## config.mk

```make
export PLATFORM = sky130hd
export DESIGN_NAME = alu_arbiter
export DESIGN_NICKNAME = d
export VERILOG_FILES = /design/src/rtl/alu_pkg.sv /design/src/rtl/alu_rr_pick.sv /design/src/rtl/alu_arbiter.sv
export SDC_FILE = /design/constraint.sdc
export NUM_CORES = 1
export LEC_CHECK = 0
export ABC_AREA = 1
export CAP_MARGIN = 0
export CORE_AREA = 3 3 167 169
export CTS_CLUSTER_SIZE = 10
export DETAILED_ROUTE_END_ITERATION = 8
export DIE_AREA = 0 0 170 172
export DONT_BUFFER_PORTS = 1
export GPL_ROUTABILITY_DRIVEN = 0
export PLACE_DENSITY = 0.45
export SYNTH_ARGS = -nofsm -noshare
export SYNTH_HDL_FRONTEND = slang
export SYNTH_HIERARCHICAL = 1
export SYNTH_SLANG_ARGS = --single-unit
```

## constraint.sdc

```tcl
create_clock -name clk -period 2.65 [get_ports clk]
set_input_delay 0.1325 -clock clk [delete_from_list [all_inputs] [get_ports clk]]
set_output_delay 0.1325 -clock clk [all_outputs]
set_load 0.05 [all_outputs]
```

## src/rtl/alu_pkg.sv

```systemverilog
// Shared types and constants for the ALU arbiter slice.
package alu_pkg;

  localparam int unsigned DATA_W = 32;
  localparam int unsigned CSIG_W = 4;

  // ALU control codes; the arbiter forwards csig undecoded, these exist for agents and benches.
  localparam logic [CSIG_W-1:0] CSIG_ADD = 4'h0;
  localparam logic [CSIG_W-1:0] CSIG_SUB = 4'h1;
  localparam logic [CSIG_W-1:0] CSIG_AND = 4'h2;
  localparam logic [CSIG_W-1:0] CSIG_OR  = 4'h3;
  localparam logic [CSIG_W-1:0] CSIG_XOR = 4'h4;

  typedef struct packed {
    logic z;
    logic c;
    logic n;
    logic v;
  } alu_flags_t;

  typedef enum logic [1:0] {
    Idle = 2'd0,
    Exec = 2'd1,
    Resp = 2'd2
  } arb_state_t;

endpackage

```

## src/rtl/alu_rr_pick.sv

```systemverilog
// Rotating-priority picker: first asserted request at or after ptr_i, wrapping.
module alu_rr_pick #(
  parameter int unsigned NREQ = 4,
  parameter int unsigned IDW  = 2
) (
  input  logic [NREQ-1:0] req_i,
  input  logic [IDW-1:0]  ptr_i,
  output logic [NREQ-1:0] gnt_oh_o,
  output logic [IDW-1:0]  gnt_idx_o,
  output logic            gnt_any_o
);

  logic [IDW-1:0] idx;
  logic           found;

  // Scan NREQ positions starting at the pointer; the first hit wins.
  always_comb begin
    gnt_oh_o  = '0;
    gnt_idx_o = '0;
    found     = 1'b0;
    idx       = '0;
    for (int unsigned i = 0; i < NREQ; i++) begin
      idx = IDW'((32'(ptr_i) + i) % NREQ);
      if (!found && req_i[idx]) begin
        found          = 1'b1;
        gnt_idx_o      = idx;
        gnt_oh_o[idx]  = 1'b1;
      end
    end
    gnt_any_o = found;
  end

endmodule

```

## src/rtl/alu_arbiter.sv

```systemverilog
// Round-robin arbiter sharing one ALU among NREQ requesters, one operation in flight.
module alu_arbiter
  import alu_pkg::*;
#(
  parameter int unsigned NREQ    = 4,
  parameter int unsigned ALU_LAT = 0,
  parameter int unsigned IDW     = (NREQ > 1) ? $clog2(NREQ) : 1
) (
  input  logic                     clk,
  input  logic                     rst_n,
  input  logic [NREQ-1:0]          req_valid,
  output logic [NREQ-1:0]          req_ready,
  input  logic [NREQ*DATA_W-1:0]   req_a,
  input  logic [NREQ*DATA_W-1:0]   req_b,
  input  logic [NREQ*CSIG_W-1:0]   req_csig,
  output logic                     rsp_valid,
  input  logic                     rsp_ready,
  output logic [IDW-1:0]           rsp_id,
  output logic [DATA_W-1:0]        rsp_out,
  output logic [3:0]               rsp_flags,
  output logic [DATA_W-1:0]        alu_a,
  output logic [DATA_W-1:0]        alu_b,
  output logic [CSIG_W-1:0]        alu_csig,
  input  logic [DATA_W-1:0]        alu_out,
  input  logic [3:0]               alu_zcnv,
  output logic                     busy
);

  localparam int unsigned CntW = (ALU_LAT > 0) ? $clog2(ALU_LAT + 1) : 1;

  arb_state_t        state_q, state_d;
  logic [IDW-1:0]    ptr_q, ptr_d;
  logic [CntW-1:0]   cnt_q, cnt_d;
  logic [DATA_W-1:0] alu_a_q, alu_a_d, alu_b_q, alu_b_d;
  logic [CSIG_W-1:0] alu_csig_q, alu_csig_d;
  logic [IDW-1:0]    rsp_id_q, rsp_id_d;
  logic [DATA_W-1:0] rsp_out_q, rsp_out_d;
  alu_flags_t        rsp_flags_q, rsp_flags_d;
  logic              rsp_valid_q, rsp_valid_d;

  logic [NREQ-1:0]   gnt_oh;
  logic [IDW-1:0]    gnt_idx;
  logic              gnt_any;

  alu_rr_pick #(
    .NREQ (NREQ),
    .IDW  (IDW)
  ) u_pick (
    .req_i     (req_valid),
    .ptr_i     (ptr_q),
    .gnt_oh_o  (gnt_oh),
    .gnt_idx_o (gnt_idx),
    .gnt_any_o (gnt_any)
  );

  // Next-state, grant and response capture.
  always_comb begin
    state_d     = state_q;
    ptr_d       = ptr_q;
    cnt_d       = cnt_q;
    alu_a_d     = alu_a_q;
    alu_b_d     = alu_b_q;
    alu_csig_d  = alu_csig_q;
    rsp_id_d    = rsp_id_q;
    rsp_out_d   = rsp_out_q;
    rsp_flags_d = rsp_flags_q;
    rsp_valid_d = rsp_valid_q;
    req_ready   = '0;
    unique case (state_q)
      Idle: begin
        // Gated by rst_n so no grant is visible while reset is held.
        if (gnt_any && rst_n) begin
          req_ready  = gnt_oh;
          alu_a_d    = req_a[DATA_W*32'(gnt_idx) +: DATA_W];
          alu_b_d    = req_b[DATA_W*32'(gnt_idx) +: DATA_W];
          alu_csig_d = req_csig[CSIG_W*32'(gnt_idx) +: CSIG_W];
          rsp_id_d   = gnt_idx;
          ptr_d      = (gnt_idx == IDW'(NREQ - 1)) ? '0 : gnt_idx + 1'b1;
          cnt_d      = CntW'(ALU_LAT);
          state_d    = Exec;
        end
      end
      Exec: begin
        if (cnt_q == '0) begin
          rsp_out_d   = alu_out;
          rsp_flags_d = alu_flags_t'(alu_zcnv);
          rsp_valid_d = 1'b1;
          state_d     = Resp;
        end else begin
          cnt_d = cnt_q - 1'b1;
        end
      end
      Resp: begin
        if (rsp_ready) begin
          rsp_valid_d = 1'b0;
          state_d     = Idle;
        end
      end
      default: state_d = Idle;
    endcase
  end

  // State and datapath registers; reset drops any operation in flight.
  always_ff @(posedge clk or negedge rst_n) begin
    if (!rst_n) begin
      state_q     <= Idle;
      ptr_q       <= '0;
      cnt_q       <= '0;
      alu_a_q     <= '0;
      alu_b_q     <= '0;
      alu_csig_q  <= '0;
      rsp_id_q    <= '0;
      rsp_out_q   <= '0;
      rsp_flags_q <= '0;
      rsp_valid_q <= 1'b0;
    end else begin
      state_q     <= state_d;
      ptr_q       <= ptr_d;
      cnt_q       <= cnt_d;
      alu_a_q     <= alu_a_d;
      alu_b_q     <= alu_b_d;
      alu_csig_q  <= alu_csig_d;
      rsp_id_q    <= rsp_id_d;
      rsp_out_q   <= rsp_out_d;
      rsp_flags_q <= rsp_flags_d;
      rsp_valid_q <= rsp_valid_d;
    end
  end

  assign alu_a     = alu_a_q;
  assign alu_b     = alu_b_q;
  assign alu_csig  = alu_csig_q;
  assign rsp_id    = rsp_id_q;
  assign rsp_out   = rsp_out_q;
  assign rsp_flags = rsp_flags_q;
  assign rsp_valid = rsp_valid_q;
  assign busy      = (state_q != Idle);

endmodule

```

==> metrics <==
status complete, but fails checks; failing checks hold timing; R2R Path Start ptr_q[0]$_DFFE_PN0P_; crit path capture type primary output; root buffer cell clkbuf_16; CTS tree yes; synth unique cells 22; Skew-Pair Late Insertion Delay 0.36 ns; number of enable flip-flop cells after synthesis 0; share of cells above drive strength 1 5.579%; GR Overflow Total 0; Max Clk Rate 408.7 MHz; Buf/Inv on CP 4; max-slew violation count 0; dominant cells by area after synthesis dfrtp_1 38%, nand2_1 32%, nand3_1 13%; #FFs+latches synth 111; yosys warns 6; clock skew 0.009755 ns; vias in the first global route 6859; Synth top cells by count 635 x nand2_1, 191 x nand3_1, 125 x inv_1; Multi-input gate area 0.003716 sq mm; reg2reg end alu_b[30]$_DFFE_PN0P_; capture point of the worst path req_ready[1]; Setup crit start kind flip-flop; Tmin final 2.447 ns; Register-to-Register Path Depth 15; unrepaired setup endpoints after global routing false; Tightest Pin Transition 0.6275 ns; syn nets 1511; drt first pass iters 5; Antenna Nets Post-Route 0; port bufs 0; crit path cell chain inv_2 > ha_1 > inv_1 > nand2_1 > nand2_2 > nor2_4 > nand4_1 > nand2_1 > nor2_4 > inv_4 > nor2_1 > buf_4; drt drc 0; hold_buf cts 41; Layout Cells excl Fill 1542; Required @ worst endpoint 2.52 ns; kind of cell adding the most delay to the critical path simple AND/OR/NAND/NOR gates; antenna cells 0; Slew headroom 58.10%; Cells after Synth 1190; post-synth top area share 37.65%; Die X 170 um; Final Cycle Share 92.34%; vias 7264; CP max FO 11; CTS max path bufs 2; slowest CP cell dfrtp_1; final WL 26020 um; Reg clk slew, reported paths 0.09 ns; CP Launch Point ptr_q[0]$_DFFE_PN0P_; fillcell total 2974; Seq. cell area 0.002778 sq mm; first-pass GRT wire length 38680 um; Initial Utilization 27.61%; class of the worst hold path primary input to asynchronous set/reset pin; arrival time worst endpoint 2.31 ns; nets 1517; clk sinks 111; async set-reset flop share out of synthesis 100.0%; kind of critical path flip-flop to primary output; Max-Cap Viols 0; setup violators final 0; Avg Cell Area, Syn 6.200 sq um; critical path depth 12; io pins 427; Die Height 172 um; vias per std cell 4.711; Setup WS post-layout 0.2030 ns; register area share after synthesis 37.65%; hold slack -0.5413 ns; GRT Resource Usage Total 16.74%; initial DRC count 320; Final Hold Viols 111; DPL Wire Length 18680 um; Most used DFF post-synth dfrtp_1; setup TNS 0 ns; H-tree levels 3; largest net degree at the start of global routing 113; Area Growth Syn to Fin 15.13%; reg2reg setup slack 0.26 ns; cts bufs inserted 9; core area 0.02673 sq mm; cell area after synthesis 0.007378 sq mm; Setup WS pre-CTS 0.2023 ns; drt wl/cell 16.88 um; Post-Place Cells 1485; top cell type by total area after synthesis dfrtp_1; Die Area 0.02924 sq mm; slowest stage delay, CP 0.37 ns; antenna violations before repair 0; most frequent cell after synthesis nand2_1; row cnt 60
==> registers in the layout, indices dropped and copies added (netlist names) <==
name	count
alu_a	32
alu_b	32
alu_csig	4
ptr_q	2
rsp_flags	4
rsp_id	2
rsp_out	32
rsp_valid	1
state_q	2
==> placed cells by master, fill, tap and decap left out, drive strengths merged, types with 6 or more instances in the layout <==
cell / instances
nand4: 7
nand2: 644
ha: 6
clkbuf: 9
a21oi: 7
dfrtp: 111
dlygate4sd3: 41
buf: 27
nor2: 8
inv: 136
nand3: 193
==> layout make-up <==
cell class | count | share of cell area [%]
Tap cell | 341 | 5.023
Timing Repair Buffer | 68 | 8.882
Inverter | 132 | 5.921
Sequential cell | 111 | 32.70
Clock inverter | 7 | 1.075
Clock buffer | 9 | 2.651
Multi-Input combinational cell | 874 | 43.75
==> stage by stage <==
| step | instance area, sq um | utilization, % |
|---|---|---|
| after floorplan | 7378 | - |
| after global placement | 7755 | 29.02 |
| after detailed placement | 7755 | 29.02 |
| after CTS | 8482 | 31.74 |
| after global routing | 8494 | 31.78 |
| final | 8494 | 31.78 |
==> repair_timing <==
item                                    CTS  global route
hold endpoints to repair                152           111
gates resized for setup                   0             6
endpoints found under the setup margin    0            36
buffers inserted                          0             0
==> cell families (layout without fill, tap and decap cells) <==
kind of cell    count (synthesis)  after routing  share of synthesized area (%)
flops                         111            111                          37.65
buf+inv                       205            216                          12.41
simple gates                  852            852                          47.67
compound gates                 16             16                          1.255
fa+ha+maj                       6              6                          1.017
==> layer usage <==
layer	wire length [um]	GRT usage [%]
met4	371	3.845
met2	12980	28.71
met5	0	0
met1	10930	21.37
met3	1749	4.207
==> how the worst min path moves through the flow <==
stage,startpoint,endpoint,slack (ns),cells past startpoint
2_1_floorplan,rst_n,alu_a[0]$_DFFE_PN0P_,-0.16,0
3_3_place_gp,rst_n,alu_a[8]$_DFFE_PN0P_,-0.16,0
3_5_place_dp,rst_n,alu_a[8]$_DFFE_PN0P_,-0.16,0
4_1_cts,rst_n,alu_a[8]$_DFFE_PN0P_,-0.57,0
5_1_grt,rst_n,alu_a[8]$_DFFE_PN0P_,-0.57,0
6_report,rst_n,alu_a[8]$_DFFE_PN0P_,-0.54,0
Power is left out: the tool's default activity adds up to more than one toggle a clock period on the data nets, which glitch-free logic cannot reach.
